$ cat src/rtl/byte_serial_adder_seq_if.sv
// Operand-beat and result-beat streams of the byte-serial adder stage.
// The sticky protocol error flag travels with the bus.
interface byte_serial_adder_seq_if #(
    parameter int IDX_W = 4
) ();
    logic             in_valid;
    logic             in_ready;
    logic [7:0]       in_a;
    logic [7:0]       in_b;
    logic             in_first;
    logic             in_last;
    logic             in_sub;
    logic             out_valid;
    logic             out_ready;
    logic [7:0]       out_sum;
    logic [IDX_W-1:0] out_idx;
    logic             out_last;
    logic             out_cout;
    logic             out_ovf;
    logic             err;

    modport slave (
        input  in_valid, in_a, in_b, in_first, in_last, in_sub, out_ready,
        output in_ready, out_valid, out_sum, out_idx, out_last, out_cout, out_ovf, err
    );

    modport master (
        output in_valid, in_a, in_b, in_first, in_last, in_sub, out_ready,
        input  in_ready, out_valid, out_sum, out_idx, out_last, out_cout, out_ovf, err
    );
endinterface

$ cat src/rtl/byte_serial_adder_seq.sv
// Multi-precision add/subtract over LSB-first byte beats, carry chained in a
// register, each result byte held in a 1-deep registered output slice.
module byte_serial_adder_seq #(
    parameter int MAX_BYTES = 16,
    parameter int IDX_W     = 4
) (
    input  logic                    clk,
    input  logic                    rst,
    byte_serial_adder_seq_if.slave  bus
);
    typedef enum logic {IDLE, RUN} state_t;

    localparam logic [IDX_W-1:0] LAST_IDX = IDX_W'(MAX_BYTES - 1);

    state_t           state_q, state_d;
    logic             carry_q, carry_d;
    logic             sub_q, sub_d;
    logic             err_q, err_d;
    logic [IDX_W-1:0] idx_q, idx_d;
    logic             out_valid_q, out_valid_d;
    logic [7:0]       out_sum_q, out_sum_d;
    logic [IDX_W-1:0] out_idx_q, out_idx_d;
    logic             out_last_q, out_last_d;
    logic             out_cout_q, out_cout_d;
    logic             out_ovf_q, out_ovf_d;

    logic             in_ready;
    logic             accept;
    logic             emit;
    logic             sub_eff;
    logic             cin;
    logic [7:0]       b_eff;
    logic [8:0]       sum9;
    logic [IDX_W-1:0] beat_idx;
    logic             at_limit;
    logic             beat_last;
    logic             beat_ovf;
    logic             proto_err;

    // Slice refills in the same cycle it drains, so throughput stays at one beat per cycle.
    assign in_ready = !out_valid_q | bus.out_ready;
    assign accept   = bus.in_valid & in_ready;
    assign emit     = accept & (bus.in_first | (state_q == RUN));

    always_comb begin
        sub_eff   = bus.in_first ? bus.in_sub : sub_q;
        b_eff     = sub_eff ? ~bus.in_b : bus.in_b;
        cin       = bus.in_first ? sub_eff : carry_q;
        sum9      = {1'b0, bus.in_a} + {1'b0, b_eff} + {8'b0, cin};
        beat_idx  = bus.in_first ? '0 : idx_q + IDX_W'(1);
        at_limit  = (beat_idx == LAST_IDX);
        beat_last = bus.in_last | at_limit;
        beat_ovf  = beat_last & (bus.in_a[7] == b_eff[7]) & (sum9[7] != bus.in_a[7]);
        // A stray continuation beat in IDLE, or a restart while RUN, are both protocol errors.
        proto_err = accept & (bus.in_first == (state_q == RUN));

        state_d     = state_q;
        carry_d     = carry_q;
        sub_d       = sub_q;
        idx_d       = idx_q;
        out_valid_d = out_valid_q;
        out_sum_d   = out_sum_q;
        out_idx_d   = out_idx_q;
        out_last_d  = out_last_q;
        out_cout_d  = out_cout_q;
        out_ovf_d   = out_ovf_q;
        err_d       = err_q | proto_err | (emit & at_limit & !bus.in_last);

        if (emit) begin
            state_d     = beat_last ? IDLE : RUN;
            carry_d     = sum9[8];
            sub_d       = sub_eff;
            idx_d       = beat_idx;
            out_valid_d = 1'b1;
            out_sum_d   = sum9[7:0];
            out_idx_d   = beat_idx;
            out_last_d  = beat_last;
            out_cout_d  = sum9[8];
            out_ovf_d   = beat_ovf;
        end else if (bus.out_ready) begin
            out_valid_d = 1'b0;
        end
    end

    always_ff @(posedge clk) begin
        if (rst) begin
            state_q     <= IDLE;
            carry_q     <= 1'b0;
            sub_q       <= 1'b0;
            err_q       <= 1'b0;
            idx_q       <= '0;
            out_valid_q <= 1'b0;
            out_sum_q   <= '0;
            out_idx_q   <= '0;
            out_last_q  <= 1'b0;
            out_cout_q  <= 1'b0;
            out_ovf_q   <= 1'b0;
        end else begin
            state_q     <= state_d;
            carry_q     <= carry_d;
            sub_q       <= sub_d;
            err_q       <= err_d;
            idx_q       <= idx_d;
            out_valid_q <= out_valid_d;
            out_sum_q   <= out_sum_d;
            out_idx_q   <= out_idx_d;
            out_last_q  <= out_last_d;
            out_cout_q  <= out_cout_d;
            out_ovf_q   <= out_ovf_d;
        end
    end

    assign bus.in_ready  = in_ready;
    assign bus.out_valid = out_valid_q;
    assign bus.out_sum   = out_sum_q;
    assign bus.out_idx   = out_idx_q;
    assign bus.out_last  = out_last_q;
    assign bus.out_cout  = out_cout_q;
    assign bus.out_ovf   = out_ovf_q;
    assign bus.err       = err_q;
endmodule

$ cat src/flat_wrapper.sv
// flat-port wrapper written by rule: the top's interface ports become plain ports
module byte_serial_adder_seq_flat 
#(
    parameter int MAX_BYTES = 16,
    parameter int IDX_W     = 4
)
  (clk, rst, bus_in_valid, bus_in_a, bus_in_b, bus_in_first, bus_in_last, bus_in_sub, bus_out_ready, bus_in_ready, bus_out_valid, bus_out_sum, bus_out_idx, bus_out_last, bus_out_cout, bus_out_ovf, bus_err);
  byte_serial_adder_seq_if #(.IDX_W(IDX_W)) bus_i ();
  input  logic clk;
  input  logic rst;
  input wire logic [$bits(bus_i.in_valid)-1:0] bus_in_valid;
  input wire logic [$bits(bus_i.in_a)-1:0] bus_in_a;
  input wire logic [$bits(bus_i.in_b)-1:0] bus_in_b;
  input wire logic [$bits(bus_i.in_first)-1:0] bus_in_first;
  input wire logic [$bits(bus_i.in_last)-1:0] bus_in_last;
  input wire logic [$bits(bus_i.in_sub)-1:0] bus_in_sub;
  input wire logic [$bits(bus_i.out_ready)-1:0] bus_out_ready;
  output wire logic [$bits(bus_i.in_ready)-1:0] bus_in_ready;
  output wire logic [$bits(bus_i.out_valid)-1:0] bus_out_valid;
  output wire logic [$bits(bus_i.out_sum)-1:0] bus_out_sum;
  output wire logic [$bits(bus_i.out_idx)-1:0] bus_out_idx;
  output wire logic [$bits(bus_i.out_last)-1:0] bus_out_last;
  output wire logic [$bits(bus_i.out_cout)-1:0] bus_out_cout;
  output wire logic [$bits(bus_i.out_ovf)-1:0] bus_out_ovf;
  output wire logic [$bits(bus_i.err)-1:0] bus_err;
  assign bus_i.in_valid = bus_in_valid;
  assign bus_i.in_a = bus_in_a;
  assign bus_i.in_b = bus_in_b;
  assign bus_i.in_first = bus_in_first;
  assign bus_i.in_last = bus_in_last;
  assign bus_i.in_sub = bus_in_sub;
  assign bus_i.out_ready = bus_out_ready;
  assign bus_in_ready = bus_i.in_ready;
  assign bus_out_valid = bus_i.out_valid;
  assign bus_out_sum = bus_i.out_sum;
  assign bus_out_idx = bus_i.out_idx;
  assign bus_out_last = bus_i.out_last;
  assign bus_out_cout = bus_i.out_cout;
  assign bus_out_ovf = bus_i.out_ovf;
  assign bus_err = bus_i.err;
  byte_serial_adder_seq #(.MAX_BYTES(MAX_BYTES), .IDX_W(IDX_W)) u_core (.clk(clk), .rst(rst), .bus(bus_i));
endmodule
$ cat config.mk
export PLATFORM = sky130hd
export DESIGN_NAME = byte_serial_adder_seq_flat
export DESIGN_NICKNAME = d
export VERILOG_FILES = /design/src/rtl/byte_serial_adder_seq_if.sv /design/src/rtl/byte_serial_adder_seq.sv /design/src/flat_wrapper.sv
export SDC_FILE = /design/constraint.sdc
export NUM_CORES = 1
export LEC_CHECK = 0
export CAP_MARGIN = 20
export CORE_UTILIZATION = 46
export DETAILED_ROUTE_END_ITERATION = 10
export GPL_TIMING_DRIVEN = 0
export HOLD_SLACK_MARGIN = 0.06
export PLACE_DENSITY = 0.9
export SLEW_MARGIN = 5
export SYNTH_ARGS = -nofsm -noshare
export SYNTH_HDL_FRONTEND = slang
export SYNTH_SLANG_ARGS = --single-unit
export TNS_END_PERCENT = 5
$ cat constraint.sdc
create_clock -name clk -period 4.1 [get_ports clk]
set_input_delay 1.23 -clock clk [delete_from_list [all_inputs] [get_ports clk]]
set_output_delay 1.23 -clock clk [all_outputs]
set_load 0.02 [all_outputs]
== Word-level counts from Yosys, hierarchy flattened ==
Index checks and enable logic that the tools add are counted.

* Output and inout bits: 18
* Word-level logic and storage cells: 39
* Register bits: 19

* Add/subtract/negate cells: 3
* Reduce and logical (&&, ||, !) cells: 3
* Bitwise operators: 13
* Eq/ne operators: 4
* Multiplexer cells: 7

{| class="wikitable"
|+ Operators by type and width
! operator !! count
|-
| adder 8 x 8 -> 9 bit || 1
|-
| adder 9 x 1 -> 9 bit || 1
|-
| two-way mux 8 bit || 1
|-
| inverter 8 bit || 1
|-
| bitwise AND 1 bit || 7
|-
| two-way mux 1 bit || 5
|-
| OR 1 bit || 5
|-
| adder 4 x 1 -> 4 bit (second input constant) || 1
|-
| equality test 4 bit (second input constant) || 1
|-
| two-way mux 4 bit || 1
|-
| equality test 1 bit || 2
|-
| zero test 1 bit || 2
|-
| nonzero test 2 bit || 1
|-
| != test 1 bit || 1
|}

== Depth between registers and ports, before layout ==
Gate-level depths: netlist of run 1.

* Word-level depth: 7
* Gate-level depth with buffers: 10
* Mapped depth without buffers: 9

== Least setup slack after synthesis of run 1 ==
OpenSTA, ideal clock, no wires.

* Kind: input-to-reg
* Start point: input bus_in_first
* End point: register u_core.carry_q
* Data required time: 4.005 ns
* Setup slack: 0.529 ns
* Path buffers: 1
* Setup time: 0.095 ns
* Arrival time: 3.475 ns
* Stages on the path: 10
* Cell sequence: buf_6 mux2i_2 xnor2_1 fa_1 inv_1 fa_1 nand2b_1 a21oi_1 o211ai_1 a221oi_1

* Word-level cells in the longest chain between the ends: 4
* Elaborated cells on any way between the ends: 7
* Those cells by class: add/sub (2); mux (3); bitwise (2)

{| class="wikitable"
|+ Ends and longest elaborated chain
! what !! line !! RTL
|-
| start, declared || flat_wrapper.sv:14 || <nowiki>input wire logic [$bits(bus_i.in_first)-1:0] bus_in_first;</nowiki>
|-
| two-way mux 1 bit || byte_serial_adder_seq.sv:46 || <nowiki>sub_eff = bus.in_first ? bus.in_sub : sub_q;</nowiki>
|-
| two-way mux 8 bit || byte_serial_adder_seq.sv:47 || <nowiki>b_eff = sub_eff ? ~bus.in_b : bus.in_b;</nowiki>
|-
| adder 8 x 8 -> 9 bit || byte_serial_adder_seq.sv:49 || <nowiki>sum9 = {1'b0, bus.in_a} + {1'b0, b_eff} + {8'b0, cin};</nowiki>
|-
| adder 9 x 1 -> 9 bit || byte_serial_adder_seq.sv:49 ||
|-
| end signal, assigned || byte_serial_adder_seq.sv:100 || <nowiki>carry_q <= carry_d;</nowiki>
|-
| end, declared || byte_serial_adder_seq.sv:16 || <nowiki>logic carry_q, carry_d;</nowiki>
|}

Parallel ways exist; a longest one is shown, timed or not.
A chain may end at the register's enable or synchronous reset.

== Worst setup path after layout of run 1 ==
* Start point: input bus_out_ready
* End point: output bus_in_ready

* Word-level cells in the longest chain between the ends: 1

{| class="wikitable"
|+ Ends and longest elaborated chain
! what !! line !! RTL
|-
| start, declared || flat_wrapper.sv:17 || <nowiki>input wire logic [$bits(bus_i.out_ready)-1:0] bus_out_ready;</nowiki>
|-
| OR 1 bit || byte_serial_adder_seq.sv:41 || <nowiki>assign in_ready = !out_valid_q | bus.out_ready;</nowiki>
|-
| end, declared || flat_wrapper.sv:18 || <nowiki>output wire logic [$bits(bus_i.in_ready)-1:0] bus_in_ready;</nowiki>
|}

No other way between the ends.

==> Flow_metrics.wiki, run 1 <==
{| class="wikitable"
! Metric !! Value
|-
| Distinct cell type count after synthesis || 41
|-
| First-pass GRT wire length || 4.89 mm
|-
| Number of global-route vias before repair || 1224
|-
| Final setup slack of the worst path || 0.414 ns
|-
| RSZ-0062 raised after global routing || no
|-
| Data required time of the critical path || 2.87 ns
|-
| Max Cap Viol || 0
|-
| Worst path arrival time || 2.46 ns
|-
| Status || finished, final reports clean
|-
| Worst setup path class || primary input to output port
|-
| Overall power consumption || 519 uW
|-
| Layout filler cell count || 219
|-
| Number of nets in the final layout || 227
|-
| Net count after synthesis || 183
|-
| Upper clock frequency limit || 271 MHz
|-
| Syn Std Cell Area || 1270 sq um
|-
| Initial antenna violation count || 0
|-
| Lkg Pwr || 0.642 nW
|-
| Remaining antenna violation count after routing || 0
|-
| Worst hold path class || flip-flop to flip-flop
|-
| Placed inst area || 1700 sq um
|-
| Post-synthesis sequential area ratio || 30.0%
|-
| Clock transition at path regs || 0.11 ns
|-
| Post-layout util || 68.0%
|-
| Final critical delay including setup and external delays || 3.69 ns
|-
| Mean number of vias per cell || 5.75
|-
| Final Cell Area || 1730 sq um
|-
| Clock sink total || 19
|-
| Htree depth || 1
|-
| Overall die width || 54.5 um
|-
| Pre-CTS WS || -0.117 ns
|-
| Yosys warns || 0
|-
| Buffer depth of the longest clock path || 2
|-
| Starting Density || 49.8%
|-
| Average wire per cell in the routed design || 13.4 um
|-
| Number of cells produced by synthesis || 149
|-
| Remaining design rule violation count || 0
|-
| Final slew viol count || 0
|-
| Finish-stage setup viols || 0
|-
| Post-route fraction of the period consumed by the critical path || 89.9%
|-
| Number of buffers added by the clock tree synthesis step || 3
|-
| Clock tree from TritonCTS || built
|-
| Relative max-transition margin || 44.7%
|-
| Share of the synthesized area in the top cell type || 30.0%
|-
| Placement Rows || 18
|-
| Leftover overflow at the end of global routing || 0
|-
| Commonest cells after routing, fill and taps aside || sky130_fd_sc_hd__clkdlybuf4s50_1 (39), sky130_fd_sc_hd__dfxtp_1 (19), sky130_fd_sc_hd__a21oi_1 (16)
|-
| GP Congestion || 0.791
|-
| Most frequent standard cell in the layout excluding fill and tap cells || sky130_fd_sc_hd__clkdlybuf4s50_1
|-
| Hold Vio Cnt, Final || 0
|-
| Worst Hold Slack || 0.462 ns
|-
| Core region area || 2540 sq um
|-
| Number of flops mapped to enable cells by yosys || 0
|-
| Mean post-synth cell area || 8.51 sq um
|-
| Top fanout value on the critical path || 4
|-
| Cell count after placement || 218
|-
| Detailed-route wire length || 2.98 mm
|-
| Estimated wirelength of the detail-placed design || 2.33 mm
|-
| Global routing usage summed across all routing layers || 22.9%
|-
| Post-synth top area cell || sky130_fd_sc_hd__dfxtp_1
|-
| Pin count of the biggest net entering global routing || 12
|-
| Leading cell types by total area after synthesis || sky130_fd_sc_hd__dfxtp_1 (30%), sky130_fd_sc_hd__ha_1 (8.9%), sky130_fd_sc_hd__xnor2_1 (6.9%)
|-
| P per Cell Area || 300 nW/um^2
|-
| CP endpoint kind || output port
|-
| DR iter-0 viols || 34
|-
| Critical path launch point type || primary input
|-
| Area enclosed by the die boundary || 2970 sq um
|-
| Register bit count reported by yosys || 19
|-
| Via count || 1276
|-
| Ratio of cells with drive above 1 in the final layout || 7.29%
|-
| Die height || 54.5 um
|-
| Count of placed standard cells in the final layout, fillers left out || 222
|-
| Setup_tns || 0 ns
|-
| Top-Level Pins || 41
|-
| Peak VDD IR || 179 uV
|-
| Layout overhead on the synthesized area || 36.6%
|-
| Least-Margin Pin Slew || 0.823 ns
|-
| Cell at the root of the clock tree || sky130_fd_sc_hd__clkbuf_4
|-
| Source-to-sink clock delay at the later pin of the worst-skew pair || 0.31 ns
|-
| Worst Clk Skew || 0.00267 ns
|-
| Most frequently used flop master after synthesis || sky130_fd_sc_hd__dfxtp_1
|-
| 1st-pass router iterations || 4
|-
| Total inserted antenna cells || 0
|-
| IO Port Bufs || 39
|-
| Share of synthesized registers carrying an async set or reset || 0%
|}
==> path summary, 6_finish.rpt <==
kind | start | to | slack, ns | depth (start not counted)
max | bus_out_ready | bus_in_ready | 0.41 | 4
min reg2reg | u_core.bus.out_sum[3]$_SDFFE_PP0P_ | u_core.bus.out_sum[3]$_SDFFE_PP0P_ | 0.46 | 2
min | u_core.bus.out_sum[3]$_SDFFE_PP0P_ | u_core.bus.out_sum[3]$_SDFFE_PP0P_ | 0.46 | 2
max reg2reg | u_core.sub_q$_SDFFE_PP0P_ | u_core.carry_q$_SDFFE_PP0P_ | 1.45 | 9
==> worst max-delay path, cell delays in order <==
cell	delay [ns]
sky130_fd_sc_hd__clkdlybuf4s50_1	0.50
sky130_fd_sc_hd__nor2b_4	0.06
sky130_fd_sc_hd__inv_1	0.07
sky130_fd_sc_hd__clkdlybuf4s50_1	0.60
==> registers in the layout, summed over array words and instances (netlist names) <==
| signal | count |
|---|---|
| u_core.bus.out_sum | 8 |
| u_core.idx_q | 4 |
| u_core.bus.err | 1 |
| u_core.bus.out_last | 1 |
| u_core.bus.out_ovf | 1 |
| u_core.bus.out_valid | 1 |
| u_core.carry_q | 1 |
| u_core.state_q | 1 |
| u_core.sub_q | 1 |
==> cells by family (layout without fill, tap and decap cells) <==
family	after synthesis	count (layout)	share of synthesized area, %
AND/OR/NAND/NOR	53	53	23.6
AO/OA/AOI/OAI	41	41	20.5
flip-flops	19	19	30.0
buffers and inverters	13	56	4.94
adder cells (fa/ha/maj)	11	11	12.0
XOR/XNOR	10	10	6.91
multiplexers	2	2	1.97
==> power by group <==
| group | internal [mW] | switching [mW] |
|---|---|---|
| Clock | 0.0365 | 0.0629 |
| Combinational | 0.104 | 0.108 |
| Sequential | 0.199 | 0.00861 |
| Total | 0.339 | 0.180 |
==> area by class of cell <==
type                    count  area [sq um]  share of cell area [%]
multi-input cells         117           833                    48.1
repair buffers             39           390                    22.5
plain buffers               6          36.3                    2.10
clock buffers               3          22.5                    1.30
flip-flops and latches     19           380                    22.0
well taps                  30          37.5                    2.17
clock inverters             1          5.00                   0.289
inverters                   7          26.3                    1.52
==> metal layers <==
| layer | vias up | track usage (%) | part of all wire [%] |
|---|---|---|---|
| met5 | - | 0 | 0 |
| met4 | 0 | 11.1 | 1.8 |
| met3 | 5 | 3.06 | 4.9 |
| met2 | 42 | 43.5 | 51 |
| met1 | 599 | 24.3 | 42 |
| li1 | 630 | - | - |
==> repair_timing <==
| action | CTS | global route |
|---|---|---|
| setup endpoints to repair | 0 | 1 |
| hold endpoints to repair | 0 | 0 |
| buffers inserted | 0 | 0 |
| hold buffers | 0 | 0 |
| resized for setup | 0 | 1 |
==> cell usage after synthesis (2+ instances only) <==
cell and count:
sky130_fd_sc_hd__dfxtp_1 19, sky130_fd_sc_hd__a21oi_1 16, sky130_fd_sc_hd__xnor2_1 10, sky130_fd_sc_hd__ha_1 9, sky130_fd_sc_hd__nand2_1 9, sky130_fd_sc_hd__nor2_1 9
sky130_fd_sc_hd__inv_1 7, sky130_fd_sc_hd__nor3_1 7, sky130_fd_sc_hd__nand3_1 6, sky130_fd_sc_hd__o21ai_0 6, sky130_fd_sc_hd__nand3b_1 5, sky130_fd_sc_hd__a211o_1 3
sky130_fd_sc_hd__a211oi_1 3, sky130_fd_sc_hd__nand2b_1 3, sky130_fd_sc_hd__o211ai_1 3, sky130_fd_sc_hd__a21o_1 2, sky130_fd_sc_hd__and3_1 2, sky130_fd_sc_hd__buf_2 2
sky130_fd_sc_hd__fa_1 2, sky130_fd_sc_hd__o2111ai_1 2, sky130_fd_sc_hd__o31ai_1 2, sky130_fd_sc_hd__or2_2 2, sky130_fd_sc_hd__or3_1 2
Power figures use the tool's default switching activity.
==> inputs of run 2 (changes only) <==
Settings changed: MAX_ROUTING_LAYER set to met4.
==> run 2 against run 1 <==
  * Via count rose by 1.3%
  * Flip-flop and latch count did not move
  * Non-clock buffer count stayed put
  * Design area is the same
  * Clock skew down 0.00097 ns
  * First-iteration DRC count is 2.9% higher
  * Cell count is the same
  * Sequential share of layout area unchanged
  * Hold slack is essentially flat
  * Global-route usage is 0.65 points higher
  * Combinational power about the same
  * Critical path type unchanged
  * Largest power group unchanged
==> Flow_metrics.wiki, run 2 (same netlist as run 1, synthesis figures left out) <==
{| class="wikitable"
! Metric !! Value
|-
| Status || finished, final reports clean
|-
| 1st-pass router iterations || 4 (unchanged)
|-
| Maximum cell stage delay along the critical path || 0.60 ns (about the same)
|-
| Upper clock frequency limit || 271 MHz (unchanged)
|-
| Setup_tns || 0 ns (unchanged)
|-
| Area of the multi-input gates || 833 sq um (unchanged)
|-
| Commonest cells after routing, fill and taps aside || sky130_fd_sc_hd__clkdlybuf4s50_1 (39), sky130_fd_sc_hd__dfxtp_1 (19), sky130_fd_sc_hd__a21oi_1 (16)
|-
| Worst hold path class || flip-flop to flip-flop
|-
| CP endpoint kind || output port
|-
| Via count || 1292 (+1.3%)
|-
| Overall power consumption || 519 uW (-0.14%)
|-
| Critical path cell sequence || clkdlybuf4s50_1, nor2b_4, inv_1, clkdlybuf4s50_1
|-
| Number of nets in the final layout || 227 (unchanged)
|-
| Initial antenna violation count || 0 (unchanged)
|-
| Clock transition at path regs || 0.11 ns (about the same)
|-
| Remaining antenna violation count after routing || 0 (unchanged)
|-
| CP bufs+invs || 3 (unchanged)
|-
| Final Cell Area || 1730 sq um (unchanged)
|-
| Register-to-Register Setup Slack || 1.45 ns (about the same)
|-
| Ratio of cells with drive above 1 in the final layout || 7.29% (unchanged)
|-
| Sequential Area || 380 sq um (unchanged)
|-
| Peak VDD IR || 179 uV (about the same)
|-
| Starting Density || 49.8% (unchanged)
|-
| Lkg Pwr || 0.642 nW (unchanged)
|-
| Mean number of vias per cell || 5.82 (+1.3%)
|-
| Clock tree from TritonCTS || built
|-
| CTS Hold Bufs || 0 (unchanged)
|-
| Placed inst area || 1700 sq um (unchanged)
|-
| Post-route fraction of the period consumed by the critical path || 89.9% (unchanged)
|-
| Detailed-route wire length || 2.98 mm (about the same)
|-
| Worst path arrival time || 2.46 ns (about the same)
|-
| Top fanout value on the critical path || 4 (unchanged)
|-
| Crit-path slowest cell || sky130_fd_sc_hd__clkdlybuf4s50_1
|-
| Estimated wirelength of the detail-placed design || 2.33 mm (unchanged)
|-
| Largest register FFs || 8 (unchanged)
|-
| Total inserted antenna cells || 0 (unchanged)
|-
| Worst Clk Skew || 0.00170 ns (-0.000973 ns)
|-
| Critical path launch point type || primary input
|-
| Source-to-sink clock delay at the later pin of the worst-skew pair || 0.31 ns (about the same)
|-
| Average wire per cell in the routed design || 13.4 um (about the same)
|-
| Relative max-transition margin || 45.0% (+0.28 points)
|-
| First-pass GRT wire length || 4.88 mm (-0.14%)
|-
| Hold Vio Cnt, Final || 0 (unchanged)
|-
| Pin count of the biggest net entering global routing || 12 (unchanged)
|-
| Layout filler cell count || 219 (unchanged)
|-
| IO Port Bufs || 39 (unchanged)
|-
| Worst setup path class || primary input to output port
|-
| Final slew viol count || 0 (unchanged)
|-
| Final setup slack of the worst path || 0.414 ns (unchanged)
|-
| Top-Level Pins || 41 (unchanged)
|-
| Number of global-route vias before repair || 1224 (unchanged)
|-
| GP Congestion || 0.802 (+1.4%)
|-
| Core region area || 2540 sq um (unchanged)
|-
| Die height || 54.5 um (unchanged)
|-
| P per Cell Area || 299 nW/um^2 (-0.14%)
|-
| Remaining design rule violation count || 0 (unchanged)
|-
| Finish-stage setup viols || 0 (unchanged)
|-
| CP top delay family || buffers and inverters
|-
| Cell at the root of the clock tree || sky130_fd_sc_hd__clkbuf_4
|-
| Placement Rows || 18 (unchanged)
|-
| DR iter-0 viols || 35 (+2.9%)
|-
| Buffer depth of the longest clock path || 2 (unchanged)
|-
| Least-Margin Pin Slew || 0.819 ns (-0.00419 ns)
|-
| Cell with the most instances on the worst path || sky130_fd_sc_hd__clkdlybuf4s50_1
|-
| RSZ-0062 raised after global routing || no
|-
| Post-layout util || 68.0% (unchanged)
|-
| Quantity of gates resized following cts || 0 (unchanged)
|-
| Layout overhead on the synthesized area || 36.6% (unchanged)
|-
| Htree depth || 1 (unchanged)
|-
| Final critical delay including setup and external delays || 3.69 ns (unchanged)
|-
| Most frequent standard cell in the layout excluding fill and tap cells || sky130_fd_sc_hd__clkdlybuf4s50_1
|-
| Overall die width || 54.5 um (unchanged)
|-
| Leftover overflow at the end of global routing || 0 (unchanged)
|-
| Global routing usage summed across all routing layers || 23.5% (+0.65 points)
|-
| Data required time of the critical path || 2.87 ns (about the same)
|-
| Postcts setup bufs || 0 (unchanged)
|-
| Max Cap Viol || 0 (unchanged)
|-
| Area enclosed by the die boundary || 2970 sq um (unchanged)
|-
| Clock sink total || 19 (unchanged)
|-
| Number of buffers added by the clock tree synthesis step || 3 (unchanged)
|-
| Pre-CTS WS || -0.117 ns (unchanged)
|}
## run 2: cell counts in the layout (fill, tap and decap cells not counted)
Identical to the previous run, type by type.
## run 2: final timing paths
| path | startpoint | endpoint | cells after the start |
|---|---|---|---|
| worst max register to register | u_core.sub_q$_SDFFE_PP0P_ | u_core.carry_q$_SDFFE_PP0P_ | 9 |
| worst min register to register | u_core.bus.out_sum[3]$_SDFFE_PP0P_ | u_core.bus.out_sum[3]$_SDFFE_PP0P_ | 2 |
| worst min-delay path | u_core.bus.out_sum[3]$_SDFFE_PP0P_ | u_core.bus.out_sum[3]$_SDFFE_PP0P_ | 2 |
| worst max-delay path | bus_out_ready | bus_in_ready | 4 |
## run 2: layer usage
layer,GRT usage (%),up-vias,share of wire [%]
met5,-,-,0
met4,11.1,0,1.7
met3,3.06,5,5.9
met2,43.5,51,51
met1,24.3,604,42
li1,-,632,-
## run 2: layout make-up
class	instances	area share, %
sequential	19	22.0
inverter	7	1.52
clock buffer	3	1.30
multi-input combinational	117	48.1
buffer	6	2.10
tap	30	2.17
clock inverter	1	0.289
timing repair buffer	39	22.5
## run 2: through the flow
stage | cells | hold WS [ns]
floorplan | 149 | 0.436
global placement | 218 | 0.444
detailed placement | 218 | 0.448
CTS | 222 | 0.463
global route | 222 | 0.476
finish | 222 | 0.462
## run 2: worst min-delay path, delay by kind of cell (launching register included)
family	cells	cell delay [ns]
and+or+nand+nor	1	0.05
DFF	1	0.32
AOI/OAI and AO/OA	1	0.05
## run 2: power by group
part | internal [mW] | leakage, nW | switching (mW)
Clock | 0.0365 | 0.0177 | 0.0624
Sequential | 0.199 | 0.155 | 0.00862
Combinational | 0.104 | 0.469 | 0.108
Total | 0.339 | 0.642 | 0.179
